--- config.mk ---
export PLATFORM = sky130hd
export DESIGN_NAME = icache_direct_mapped_flat
export DESIGN_NICKNAME = d
export VERILOG_FILES = /design/src/rtl/icache_direct_mapped_if.sv /design/src/rtl/icache_direct_mapped.sv /design/src/flat_wrapper.sv
export SDC_FILE = /design/constraint.sdc
export NUM_CORES = 1
export LEC_CHECK = 0
export BUFFER_PORTS_ARGS = -buffer_cell sky130_fd_sc_hd__buf_2
export CELL_PAD_IN_SITES_DETAIL_PLACEMENT = 0
export CELL_PAD_IN_SITES_GLOBAL_PLACEMENT = 1
export CORE_MARGIN = 2
export CORE_UTILIZATION = 42
export CTS_CLUSTER_SIZE = 10
export DETAILED_ROUTE_END_ITERATION = 16
export PLACE_DENSITY = 0.74
export SLEW_MARGIN = 20
export SYNTH_ARGS = -nofsm -noshare
export SYNTH_HDL_FRONTEND = slang
export SYNTH_SLANG_ARGS = --single-unit
--- constraint.sdc ---
create_clock -name clock -period 38.7 [get_ports clock]
set_clock_uncertainty 0.15 [all_clocks]
set_input_delay 5.805 -clock clock [delete_from_list [all_inputs] [get_ports clock]]
set_output_delay 5.805 -clock clock [all_outputs]
set_load 0.05 [all_outputs]
--- src/rtl/icache_direct_mapped_if.sv ---
// Bus bundle for icache_direct_mapped: CPU fetch side and 128-bit instruction
// memory side. The slave modport is the cache's view; the master modport is the
// environment (CPU fetch stage plus instruction memory).
// Optional statistics outputs exist only when ICACHE_STATS_EN is defined.
interface icache_direct_mapped_if;
  logic         cpu_read;
  logic [31:0]  cpu_address;
  logic [31:0]  cpu_instruction;
  logic         cpu_busywait;
  logic         mem_read;
  logic [27:0]  mem_address;
  logic [127:0] mem_readdata;
  logic         mem_busywait;
`ifdef ICACHE_STATS_EN
  logic [31:0]  hit_count;
  logic [31:0]  miss_count;
`endif

  modport slave (
    input  cpu_read, cpu_address, mem_readdata, mem_busywait,
    output cpu_instruction, cpu_busywait, mem_read, mem_address
`ifdef ICACHE_STATS_EN
    , output hit_count, miss_count
`endif
  );

  modport master (
    output cpu_read, cpu_address, mem_readdata, mem_busywait,
    input  cpu_instruction, cpu_busywait, mem_read, mem_address
`ifdef ICACHE_STATS_EN
    , input hit_count, miss_count
`endif
  );
endinterface

--- src/rtl/icache_direct_mapped.sv ---
// Direct-mapped read-only instruction cache. Hits return the selected 32-bit word
// in the same cycle; misses fetch a 16-byte block from instruction memory and
// refill one line (IDLE -> MEM_READ -> UPDATE -> IDLE).
// Optional feature: define ICACHE_STATS_EN to add hit_count / miss_count outputs.
module icache_direct_mapped #(
  parameter int INDEX_BITS = 3,
  parameter int TAG_BITS   = 28 - INDEX_BITS
) (
  input logic                  clock,
  input logic                  reset,
  icache_direct_mapped_if.slave bus
);

  localparam int LINES = 2 ** INDEX_BITS;

  typedef enum logic [1:0] {
    IDLE     = 2'd0,
    MEM_READ = 2'd1,
    UPDATE   = 2'd2
  } state_t;

  state_t state_q, state_d;

  // Line storage: valid bits are reset, tags and data are not.
  logic [LINES-1:0]    valid_q;
  logic [TAG_BITS-1:0] tag_q  [LINES];
  logic [127:0]        data_q [LINES];

  // Block address captured when the miss is accepted; the refill uses it.
  logic [27:0] blk_q, blk_d;

  // Address decode of the current fetch request.
  logic [INDEX_BITS-1:0] req_idx;
  logic [TAG_BITS-1:0]   req_tag;
  logic [1:0]            req_word;
  logic [1:0]            unused_byte_offset;

  assign req_idx            = bus.cpu_address[3+INDEX_BITS:4];
  assign req_tag            = bus.cpu_address[31:4+INDEX_BITS];
  assign req_word           = bus.cpu_address[3:2];
  assign unused_byte_offset = bus.cpu_address[1:0];

  // Refill target comes from the captured block address, not the live bus.
  logic [INDEX_BITS-1:0] fill_idx;
  logic [TAG_BITS-1:0]   fill_tag;

  assign fill_idx = blk_q[INDEX_BITS-1:0];
  assign fill_tag = blk_q[27:INDEX_BITS];

  logic hit;
  assign hit = bus.cpu_read & valid_q[req_idx] & (tag_q[req_idx] == req_tag);

  // Word select within the addressed line; zero whenever the fetch is not a hit.
  logic [127:0] hit_line;
  logic [31:0]  line_words [4];

  assign hit_line = data_q[req_idx];

  generate
    for (genvar gi = 0; gi < 4; gi++) begin : g_word
      assign line_words[gi] = hit_line[32*gi +: 32];
    end
  endgenerate

  assign bus.cpu_instruction = hit ? line_words[req_word] : 32'h0;

  logic busy;
  logic mem_read_c;
  logic [27:0] mem_address_c;
  logic fill_en;

  // Next-state and output decode for the miss-handling FSM.
  always_comb begin
    state_d       = state_q;
    blk_d         = blk_q;
    busy          = 1'b0;
    mem_read_c    = 1'b0;
    mem_address_c = 28'h0;
    fill_en       = 1'b0;
    unique case (state_q)
      IDLE: begin
        if (bus.cpu_read && !hit) begin
          busy    = 1'b1;
          blk_d   = bus.cpu_address[31:4];
          state_d = MEM_READ;
        end
      end
      MEM_READ: begin
        busy          = 1'b1;
        mem_read_c    = 1'b1;
        mem_address_c = blk_q;
        if (!bus.mem_busywait) begin
          state_d = UPDATE;
        end
      end
      UPDATE: begin
        busy    = 1'b1;
        fill_en = 1'b1;
        state_d = IDLE;
      end
      default: begin
        state_d = IDLE;
      end
    endcase
  end

  // While reset is held the stall output is forced low even if a miss is requested.
  assign bus.cpu_busywait = busy & ~reset;
  assign bus.mem_read     = mem_read_c;
  assign bus.mem_address  = mem_address_c;

  // State and captured block address; reset aborts any fill in progress.
  always_ff @(posedge clock or posedge reset) begin
    if (reset) begin
      state_q <= IDLE;
      blk_q   <= 28'h0;
    end else begin
      state_q <= state_d;
      blk_q   <= blk_d;
    end
  end

  // Valid bits: cleared by reset, set when a line is refilled.
  always_ff @(posedge clock or posedge reset) begin
    if (reset) begin
      valid_q <= '0;
    end else if (fill_en) begin
      valid_q[fill_idx] <= 1'b1;
    end
  end

  // Tag and data arrays: written only in UPDATE, unconditionally replacing the line.
  always_ff @(posedge clock) begin
    if (fill_en) begin
      tag_q[fill_idx]  <= fill_tag;
      data_q[fill_idx] <= bus.mem_readdata;
    end
  end

`ifdef ICACHE_STATS_EN
  logic [31:0] hit_count_q;
  logic [31:0] miss_count_q;

  // Hit and miss counters; both wrap naturally at 2**32.
  always_ff @(posedge clock or posedge reset) begin
    if (reset) begin
      hit_count_q  <= 32'h0;
      miss_count_q <= 32'h0;
    end else begin
      if (state_q == IDLE && hit) begin
        hit_count_q <= hit_count_q + 32'd1;
      end
      if (state_q == IDLE && state_d == MEM_READ) begin
        miss_count_q <= miss_count_q + 32'd1;
      end
    end
  end

  assign bus.hit_count  = hit_count_q;
  assign bus.miss_count = miss_count_q;
`endif

endmodule

--- src/flat_wrapper.sv ---
// flat-port wrapper written by rule: the top's interface ports become plain ports
module icache_direct_mapped_flat 
#(
  parameter int INDEX_BITS = 3,
  parameter int TAG_BITS   = 28 - INDEX_BITS
)
  (clock, reset, bus_cpu_read, bus_cpu_address, bus_mem_readdata, bus_mem_busywait, bus_cpu_instruction, bus_cpu_busywait, bus_mem_read, bus_mem_address);
  icache_direct_mapped_if bus_i ();
  input logic clock;
  input logic reset;
  input wire logic [$bits(bus_i.cpu_read)-1:0] bus_cpu_read;
  input wire logic [$bits(bus_i.cpu_address)-1:0] bus_cpu_address;
  input wire logic [$bits(bus_i.mem_readdata)-1:0] bus_mem_readdata;
  input wire logic [$bits(bus_i.mem_busywait)-1:0] bus_mem_busywait;
  output wire logic [$bits(bus_i.cpu_instruction)-1:0] bus_cpu_instruction;
  output wire logic [$bits(bus_i.cpu_busywait)-1:0] bus_cpu_busywait;
  output wire logic [$bits(bus_i.mem_read)-1:0] bus_mem_read;
  output wire logic [$bits(bus_i.mem_address)-1:0] bus_mem_address;
  assign bus_i.cpu_read = bus_cpu_read;
  assign bus_i.cpu_address = bus_cpu_address;
  assign bus_i.mem_readdata = bus_mem_readdata;
  assign bus_i.mem_busywait = bus_mem_busywait;
  assign bus_cpu_instruction = bus_i.cpu_instruction;
  assign bus_cpu_busywait = bus_i.cpu_busywait;
  assign bus_mem_read = bus_i.mem_read;
  assign bus_mem_address = bus_i.mem_address;
  icache_direct_mapped #(.INDEX_BITS(INDEX_BITS), .TAG_BITS(TAG_BITS)) u_core (.clock(clock), .reset(reset), .bus(bus_i));
endmodule
==> results.py, run 1 <==
metrics = {
    "outcome": {
        "status": "finished clean",
    },
    "route": {
        "drtPass1Iterations": 5,
        "wirelength_um": 108000,
        "wl_per_cell_um": 27.3,
        "via_per_inst": 5.62,
        "first_iter_violations": 2169,
        "antenna_left": 0,
        "vias": 22300,
        "drc_errors": 0,
    },
    "sta": {
        "fin_crit_ps": 16890,
        "tightest_slew_ps": 1160,
        "fmax_ghz": 0.0592,
        "hold_viol_final": 0,
        "fin_ws_ps": 21810,
        "setup_viol": 0,
        "fin_crit_sh": 0.436,
        "relSlewSlack": 0.230,
        "rsz0062_at_grt": "no",
        "maxSlewViolCount": 0,
        "finalSetupTns_ps": 0,
    },
    "finish": {
        "finish.utilization": 0.483,
        "multi_input_area_mm2": 0.0106,
        "register_area_mm2": 0.0377,
        "final_cell_mix": "1,224 x edfxtp_1, 328 x mux4_2, 219 x buf_2, 148 x clkbuf_16, 109 x mux2i_1",
        "nFillCells": 9240,
        "stdcell_count": 3972,
        "syn_to_final_growth_pct": 14.7,
        "nNetsFinal": 2559,
        "final_common_cell": "edfxtp_1",
        "drive_gt1_frac": 0.334,
    },
    "logic_synthesis": {
        "synth_top_area_frac": 0.753,
        "synth_top_family_by_area": "multiplexers",
        "synth_simple_gate_area_frac": 0.0192,
        "synthesis.nets": 2260,
        "synth_edf_count": 1224,
        "syn-instance-count": 2091,
        "yosysUniqueCellTypes": 52,
        "muxShareOfSynthArea": 0.185,
        "ys_ff_latch": 1262,
        "avgSynthCellArea_um2": 23.3,
        "ys_top_cells_by_area": "edfxtp_1 75%, mux4_2 15%, mux2i_1 2.2%, dfrtp_1 1.9%, mux2_2 0.81%",
        "syn-cell-area_mm2": 0.0488,
        "synthXorXnorAreaFrac": 0.00162,
        "synth_warnings": 0,
        "synth_top_cell_by_area": "edfxtp_1",
        "synth_compound_area_frac": 0.0102,
        "ys_seq_area_frac": 0.773,
        "synth_async_sr_flop_share": 0.0301,
        "synth-adder-area-share": 0.00128,
        "ys.flop_type": "edfxtp_1",
    },
    "pwr": {
        "internal_power_mw": 2.46,
        "share_comb_of_total_power": 0.111,
        "switching_share": 0.246,
        "finalPower_mw": 3.27,
        "switching_power_mw": 0.803,
        "powerDensity_mw_per_mm2": 58.4,
        "peakVddDrop_mv": 0.0406,
        "p_leak_nw": 18.2,
        "clkPwrFrac": 0.369,
        "seqPwrFrac": 0.520,
    },
    "worst_setup_path": {
        "crit_chain": "buf_8, buf_4, nor2b_1, a22oi_1, and3b_1, or3_1, or4_1, nor4_2, buf_4, nor2b_1, buf_2",
        "max_stage_delay_ps": 790,
        "cp.required_ps": 32740,
        "slowest_stage": "buf_4",
        "arrival_ps": 10940,
        "crit_family": "simple AND/OR/NAND/NOR gates",
        "cp_max_fo": 78,
        "start_kind": "input pin",
        "cp_num_buf_inv": 4,
        "critPathKind": "input pin to output port",
        "regToRegSetupSlack_ps": 33910,
        "endpoint_kind": "output port",
    },
    "floorplanning": {
        "die_h_um": 345,
        "start_util": 0.422,
        "die_x_um": 345,
        "core_area_mm2": 0.116,
        "die_area_mm2": 0.119,
        "io_pins": 226,
        "std_cell_rows": 125,
    },
    "global_route": {
        "antenna_found_initial": 40,
        "grt_max_degree": 129,
        "overflow": 0,
        "grt_pass1_wl_um": 158000,
        "grt_pass1_vias": 23500,
        "grt_usage": 0.185,
    },
    "clock_tree": {
        "clkSlewWorstSetupHoldPaths_ps": 50,
        "post-cts-setup-buffer-count": 0,
        "cts-resized-gates": 0,
        "htreeDepth": 4,
        "cts_tree": "built",
        "cts_buffers": 146,
        "cts.sinks": 1262,
        "worstSkewPairLatency_ps": 740,
        "clockBufferDepth": 3,
        "cts-root-buf": "clkbuf_16",
        "hold_buffers": 0,
    },
    "placement": {
        "io_buffers": 223,
        "gp_congestion": 0.777,
        "dp_cells": 3765,
        "dp_worst_setup_slack_ps": 21550,
        "dpl.hpwl_um": 58800,
    },
    "job": {
        "maxCapViolCount": 0,
    },
    "hold_path": {
        "hold_path.class": "flop to flop",
    },
}
-- worst register-to-register path: cells and delay by family, from the launching register on --
family / cells / cell delay [ps]
and+or+nand+nor: 2 / 1080
adders and majority gates: 1 / 200
DFF: 1 / 430
buffers and inverters: 4 / 2520
-- cell type report --
cell class                      instances  area share
Tap cell                             1524      0.0341
Clock buffer                          179      0.0685
Sequential cell                      1262       0.674
Clock inverter                         18     0.00483
Antenna cell                            9    0.000403
Inverter                                6    0.000403
Timing Repair Buffer                  258      0.0274
Multi-Input combinational cell        716       0.190
-- path summary, 6_finish.rpt --
path,depth (start not counted),end,start
max reg2reg,7,u_core.data_q[7][23],u_core.state_q[0]
min,1,u_core.valid_q[0],u_core.valid_q[0]
min in group asynchronous,3,u_core.blk_q[9],reset
min reg2reg,1,u_core.valid_q[0],u_core.valid_q[0]
max in group asynchronous,3,u_core.blk_q[15],reset
max,11,bus_cpu_instruction[12],bus_cpu_address[4]
-- power by group through the flow --
stage          clock (mW)  combinational [mW]  sequential [mW]
6_report             1.20               0.362             1.70
5_1_grt              1.29               0.388             1.71
4_1_cts              1.23               0.370             1.70
3_5_place_dp            0               0.369             1.73
3_3_place_gp            0               0.365             1.71
2_1_floorplan           0               0.245             1.73
-- sequential cells by signal, summed over array words and instances (netlist names) --
name / count
u_core.data_q: 1024
u_core.valid_q: 8
u_core.tag_q: 200
u_core.state_q: 2
u_core.blk_q: 28
-- cell usage after synthesis (3+ instances only) --
master / number
inv_1: 6
mux2_2: 35
and3b_1: 4
nand2_1: 11
mux4_2: 328
a22o_1: 19
a22oi_1: 16
mux2i_1: 109
o21ai_0: 10
or3_1: 7
buf_4: 6
xnor2_1: 3
ha_1: 5
nor3_1: 10
nor2b_1: 38
clkbuf_1: 59
xor2_1: 6
nand3_1: 4
buf_6: 3
buf_1: 30
nand2b_1: 6
o22ai_1: 8
nor2_1: 12
and2_1: 30
mux2_4: 9
o21a_1: 4
or2_2: 8
nand4_1: 7
edfxtp_1: 1224
dfrtp_1: 38
nand4b_1: 4
buf_2: 7
-- routing by layer --
layer  share of wire  wire length [um]  GRT usage  up-vias
li1                -                 -          -     9463
met1            0.40             43700      0.239    11900
met2            0.50             53700      0.305      725
met3           0.075              8140     0.0518      218
met4           0.024              2570     0.0577       40
met5          0.0023               249          0        -
-- cell families (layout without fill, tap and decap cells) --
group | Yosys count | in the layout
adder cells (fa/ha/maj) | 5 | 5
flip-flops | 1262 | 1262
multiplexers | 481 | 481
other | 0 | 9
AND/OR/NAND/NOR | 153 | 153
AO/OA/AOI/OAI | 68 | 68
XOR/XNOR | 9 | 9
buffers and inverters | 113 | 461
-- per-stage QoR --
stage	hold WS [ps]	cell area (um^2)
after CTS	321	55900
after detailed placement	309	51800
final	318	55900
after floorplan	289	48800
after global placement	302	51800
after global routing	327	55900
No activity file was read; power rests on OpenSTA's default activity.
==> run 2: changes to the inputs <==
--- a/config.mk
+++ b/config.mk
@@ -12,7 +12,7 @@
 export CORE_UTILIZATION = 42
 export CTS_CLUSTER_SIZE = 10
 export DETAILED_ROUTE_END_ITERATION = 16
-export PLACE_DENSITY = 0.74
+export PLACE_DENSITY = 0.76
 export SLEW_MARGIN = 20
 export SYNTH_ARGS = -nofsm -noshare
 export SYNTH_HDL_FRONTEND = slang
==> constraint.sdc (replaced) <==
create_clock -name clock -period 14.1 [get_ports clock]
set_clock_uncertainty 0.15 [all_clocks]
set_input_delay 2.115 -clock clock [delete_from_list [all_inputs] [get_ports clock]]
set_output_delay 2.115 -clock clock [all_outputs]
set_load 0.05 [all_outputs]
==> run 2 against run 1 <==
Critical endpoint is now bus_cpu_instruction[17]. Sequential share of layout area is 0.12 points higher. Utilization is 0.088 points lower. Wire length down 0.84%. Worst setup slack worse by 17000 ps. Hold slack got worse by 6.5 ps. Sequential power increased to 2.7 times the previous value. First-iteration DRC count is 6.1% lower. Cell count hardly changed. Cell area down 0.18%. Critical path type unchanged. Power grew to 2.7 times the previous value. Non-clock buffer count is 4 higher. Die area did not move. Highest routed layer unchanged.
==> results.py, run 2 (synthesized netlist as in run 1, its figures left out) <==
metrics = {
    "global_route": {
        "met3_usage": 0.0501,
        "grt_usage": 0.183,
        "grt_pass1_wl_um": 157000,
        "grtUsageMet1": 0.232,
        "overflow": 0,
        "met2_usage": 0.303,
        "grt_max_degree": 117,
        "antenna_found_initial": 44,
        "grt_pass1_vias": 23800,
        "busiest_layer": "met2",
    },
    "worst_setup_path": {
        "critPathKind": "input pin to output port",
        "ff2ff_path_depth": 6,
        "max_stage_delay_ps": 830,
        "crit_chain": "clkbuf_8, buf_4, buf_4, mux2i_1, a22oi_1, nand2_1, xor2_1, nand4_1, nor4_2, buf_4, nor2b_1, buf_2",
        "start_kind": "input pin",
        "r2r-start": "u_core.state_q[0]",
        "endpoint_kind": "output port",
        "crit_top_cell": "buf_4",
        "regToRegSetupSlack_ps": 10060,
        "slowest_stage": "buf_4",
        "r2r-end": "u_core.data_q[5][23]",
        "cp_max_fo": 51,
        "arrival_ps": 6620,
        "cp.required_ps": 11840,
    },
    "clock_tree": {
        "cts_tree": "built",
        "cts_buffers": 146,
        "clockBufferDepth": 3,
        "worstSkewPairLatency_ps": 740,
        "cts-root-buf": "clkbuf_16",
        "clkSlewWorstSetupHoldPaths_ps": 50,
        "htreeDepth": 4,
        "cts-resized-gates": 0,
        "post-cts-setup-buffer-count": 0,
        "cts.sinks": 1262,
        "hold_buffers": 0,
    },
    "sta": {
        "setup_viol": 0,
        "tightest_slew_ps": 1090,
        "fin_crit_ps": 8890,
        "whs_ps": 311,
        "fin_ws_ps": 5210,
        "hold_viol_final": 0,
        "rsz0062_at_grt": "no",
        "fmax_ghz": 0.112,
        "fin_crit_sh": 0.630,
        "finalSetupTns_ps": 0,
        "maxSlewViolCount": 0,
        "relSlewSlack": 0.271,
    },
    "floorplanning": {
        "core_area_mm2": 0.116,
        "die_area_mm2": 0.119,
        "start_util": 0.422,
        "die_h_um": 345,
        "std_cell_rows": 125,
        "die_x_um": 345,
        "io_pins": 226,
    },
    "hold_path": {
        "hold_end": "u_core.valid_q[4]",
        "hold_path.class": "flop to flop",
        "min_from": "u_core.valid_q[4]",
        "holdPathStages": 1,
    },
    "placement": {
        "gp_congestion": 0.769,
        "dpl.hpwl_um": 59800,
        "placed_area_mm2": 0.0518,
        "dp_cells": 3770,
        "dp_worst_setup_slack_ps": 5140,
        "io_buffers": 223,
    },
    "finish": {
        "final_common_cell": "edfxtp_1",
        "final_cell_mix": "1,224 x edfxtp_1, 328 x mux4_2, 219 x buf_2, 150 x clkbuf_16, 109 x mux2i_1",
        "largest_register_ffs": 1024,
        "regMostFlops": "u_core.data_q",
        "syn_to_final_growth_pct": 14.5,
        "finalInstanceArea_mm2": 0.0558,
        "drive_gt1_frac": 0.335,
        "nFillCells": 9185,
        "register_area_mm2": 0.0377,
        "top_regs": "u_core.data_q (1024), u_core.tag_q (200), u_core.blk_q (28)",
        "multi_input_area_mm2": 0.0107,
        "nNetsFinal": 2563,
        "stdcell_count": 3974,
        "finish.utilization": 0.482,
    },
    "route": {
        "wl_per_cell_um": 27.0,
        "first_iter_violations": 2037,
        "vias": 22400,
        "via_per_inst": 5.64,
        "wirelength_um": 107000,
        "antenna_left": 0,
        "drtPass1Iterations": 5,
        "drc_errors": 0,
    },
    "outcome": {
        "status": "finished clean",
    },
    "pwr": {
        "p_leak_nw": 18.2,
        "peakVddDrop_mv": 0.112,
        "finalPower_mw": 8.94,
        "powerDensity_mw_per_mm2": 160,
    },
    "job": {
        "maxCapViolCount": 0,
    },
}
run 2: cell types whose count changed in the layout (fill, tap and decap cells not counted), sizes merged:
cell | before | now
clkinv | 12 | 9
buf | 257 | 261
diode | 9 | 8
bufinv | 0 | 1
clkinvlp | 0 | 1
run 2: power breakdown:
group          leakage (nW)  switching [mW]  internal, mW
logic                  4.76           0.639         0.345
clock network          1.97            1.36          1.93
registers              11.5           0.163          4.50
run 2: per-layer routing:
layer / wire [um] / vias to the layer above
li1: - / 9465
met1: 42400 / 11900
met2: 53700 / 766
met3: 7920 / 236
met4: 3200 / 44
met5: 297 / -
run 2: worst max-delay path, delay by kind of cell:
| kind | cells | cell delay (ps) |
|---|---|---|
| buffers and inverters | 5 | 2840 |
| AND/OR/NAND/NOR | 4 | 800 |
| XOR/XNOR | 1 | 340 |
| multiplexers | 1 | 270 |
| AO/OA/AOI/OAI | 1 | 100 |
run 2: cell type report:
cell class | count | area share
diodes | 8 | 0.000359
clock buffers | 179 | 0.0692
clock inverters | 17 | 0.00345
inverters | 6 | 0.000403
multi-input cells | 716 | 0.191
flip-flops and latches | 1262 | 0.675
well taps | 1524 | 0.0341
repair buffers | 262 | 0.0265
run 2: worst max-delay path by stage:
stage,from,end,slack (ps)
4_1_cts,bus_cpu_address[6],bus_cpu_instruction[18],5120
2_1_floorplan,u_core.state_q[0],u_core.valid_q[0],1740
6_report,bus_cpu_address[6],bus_cpu_instruction[17],5210
3_3_place_gp,bus_cpu_address[6],bus_cpu_instruction[17],5160
5_1_grt,bus_cpu_address[6],bus_cpu_instruction[18],4850
3_5_place_dp,bus_cpu_address[6],bus_cpu_instruction[18],5140
==> run 3: changes to the inputs <==
==> constraint.sdc (replaced) <==
create_clock -name clock -period 7.5 [get_ports clock]
set_clock_uncertainty 0.15 [all_clocks]
set_input_delay 1.125 -clock clock [delete_from_list [all_inputs] [get_ports clock]]
set_output_delay 1.125 -clock clock [all_outputs]
set_load 0.05 [all_outputs]
==> run 3 against run 2 <==
Via count down 0.24%. Cell count down 0.10%. Largest power group unchanged. Non-clock buffer count down 5. Sequential power up 88%. Global-route usage down 0.12 points. Worst setup slack worse by 4100 ps. Hold slack better by 6.1 ps. Count of clock-buffer cells in the layout up 3. Combinational power up 90%. Register-to-register slack worse by 6500 ps. Highest routed layer unchanged. Cell area up 0.17%.
==> results.py, run 3 (synthesized netlist as in run 1, its figures left out) <==
metrics = {
    "sta": {
        "tightest_slew_ps": 1100,
        "fmax_ghz": 0.157,
        "relSlewSlack": 0.265,
        "fin_crit_ps": 6370,
        "fin_crit_sh": 0.850,
        "rsz0062_at_grt": "no",
        "maxSlewViolCount": 0,
        "whs_ps": 318,
        "setup_viol": 0,
        "hold_viol_final": 0,
    },
    "pwr": {
        "powerDensity_mw_per_mm2": 301,
        "peakVddDrop_mv": 0.198,
        "finalPower_mw": 16.8,
        "p_leak_nw": 18.2,
    },
    "clock_tree": {
        "cts_tree": "built",
        "cts.sinks": 1262,
        "cts-root-buf": "clkbuf_16",
        "hold_buffers": 0,
        "post-cts-setup-buffer-count": 0,
        "cts_buffers": 146,
        "clockBufferDepth": 3,
        "cts-resized-gates": 0,
        "clkSlewWorstSetupHoldPaths_ps": 50,
        "htreeDepth": 4,
        "worstSkewPairLatency_ps": 740,
    },
    "floorplanning": {
        "start_util": 0.422,
        "std_cell_rows": 125,
        "core_area_mm2": 0.116,
        "die_area_mm2": 0.119,
        "io_pins": 226,
        "die_h_um": 345,
        "die_x_um": 345,
    },
    "global_route": {
        "overflow": 0,
        "grt_pass1_wl_um": 156000,
        "antenna_found_initial": 37,
        "grt_usage": 0.182,
        "grt_max_degree": 122,
        "grt_pass1_vias": 23500,
    },
    "hold_path": {
        "hold_end": "u_core.valid_q[3]",
        "hold_path.class": "flop to flop",
        "min_from": "u_core.valid_q[3]",
        "holdPathStages": 1,
    },
    "route": {
        "antenna_left": 0,
        "via_per_inst": 5.63,
        "wirelength_um": 107000,
        "drc_errors": 0,
        "drtPass1Iterations": 5,
        "vias": 22400,
        "wl_per_cell_um": 27.0,
        "first_iter_violations": 1862,
    },
    "worst_setup_path": {
        "startpoint": "bus_cpu_address[6]",
        "regToRegSetupSlack_ps": 3590,
        "cp.required_ps": 6220,
        "cp_max_fo": 53,
        "start_kind": "input pin",
        "arrival_ps": 5100,
        "critPathKind": "input pin to output port",
        "ff2ff_path_depth": 9,
        "r2r-end": "u_core.blk_q[19]",
        "endpoint_kind": "output port",
        "r2r-start": "u_core.tag_q[5][1]",
    },
    "finish": {
        "nFillCells": 9247,
        "register_area_mm2": 0.0377,
        "finish.utilization": 0.483,
        "top_regs": "u_core.data_q (1024), u_core.tag_q (200), u_core.blk_q (28)",
        "multi_input_area_mm2": 0.0107,
        "syn_to_final_growth_pct": 14.6,
        "nNetsFinal": 2558,
        "drive_gt1_frac": 0.334,
        "final_common_cell": "edfxtp_1",
        "regMostFlops": "u_core.data_q",
        "final_cell_mix": "1,224 x edfxtp_1, 328 x mux4_2, 219 x buf_2, 151 x clkbuf_16, 109 x mux2i_1",
        "stdcell_count": 3970,
        "finalInstanceArea_mm2": 0.0559,
        "largest_register_ffs": 1024,
    },
    "job": {
        "maxCapViolCount": 0,
    },
    "placement": {
        "dp_cells": 3765,
        "io_buffers": 223,
        "placed_area_mm2": 0.0518,
        "dpl.hpwl_um": 58800,
        "gp_congestion": 0.753,
    },
    "outcome": {
        "status": "finished clean",
    },
}
[run 3: cell count changes in the layout (fill, tap and decap cells not counted), sizes merged]
| cell | before | now |
|---|---|---|
| clkbuf | 180 | 183 |
| inv | 12 | 9 |
| clkinvlp | 1 | 2 |
| clkinv | 9 | 7 |
| buf | 261 | 256 |
| diode | 8 | 10 |
[run 3: final cells by class]
type,instances,share of cell area
Timing Repair Buffer,257,0.0273
Sequential cell,1262,0.674
Clock buffer,182,0.0696
Multi-Input combinational cell,716,0.191
Antenna cell,10,0.000447
Clock inverter,13,0.00329
Tap cell,1524,0.0341
Inverter,6,0.000403
[run 3: where the power goes]
part / switching (mW) / internal [mW] / total, mW
clock: 2.55 / 3.64 / 6.19
sequential: 0.304 / 8.47 / 8.77
combinational: 1.22 / 0.653 / 1.87
[run 3: critical path, stage by stage]
cell,delay (ps)
clkbuf_8,470
nor2b_1,940
a22o_1,260
a221oi_1,70
xnor2_1,380
nor4bb_1,350
nand4_1,160
nor4_2,300
buf_4,440
nor2b_1,250
buf_2,290
[run 3: worst max-delay path by stage]
stage               depth (start not counted)  slack [ps]                       to
global route                               11         870  bus_cpu_instruction[24]
detailed placement                         11        1080   bus_cpu_instruction[2]
finish                                     11        1130   bus_cpu_instruction[2]
global placement                           11        1170  bus_cpu_instruction[17]
floorplan                                   5        -600        u_core.valid_q[4]
CTS                                        11        1080   bus_cpu_instruction[2]
[run 3: metrics by stage]
| stage | setup slack, ps | TNS [ps] |
|---|---|---|
| 2_1_floorplan | -604 | -387110 |
| 3_3_place_gp | 1170 | 0 |
| 3_5_place_dp | 1080 | 0 |
| 4_1_cts | 1080 | 0 |
| 5_1_grt | 873 | 0 |
| 6_report | 1130 | 0 |
[run 3: routing by layer]
| layer | wire (um) | GRT usage | vias up |
|---|---|---|---|
| met5 | 207 | 0 | - |
| met3 | 7760 | 0.0441 | 196 |
| met2 | 54000 | 0.305 | 788 |
| met4 | 2030 | 0.0493 | 32 |
| li1 | - | - | 9457 |
| met1 | 43200 | 0.237 | 11900 |
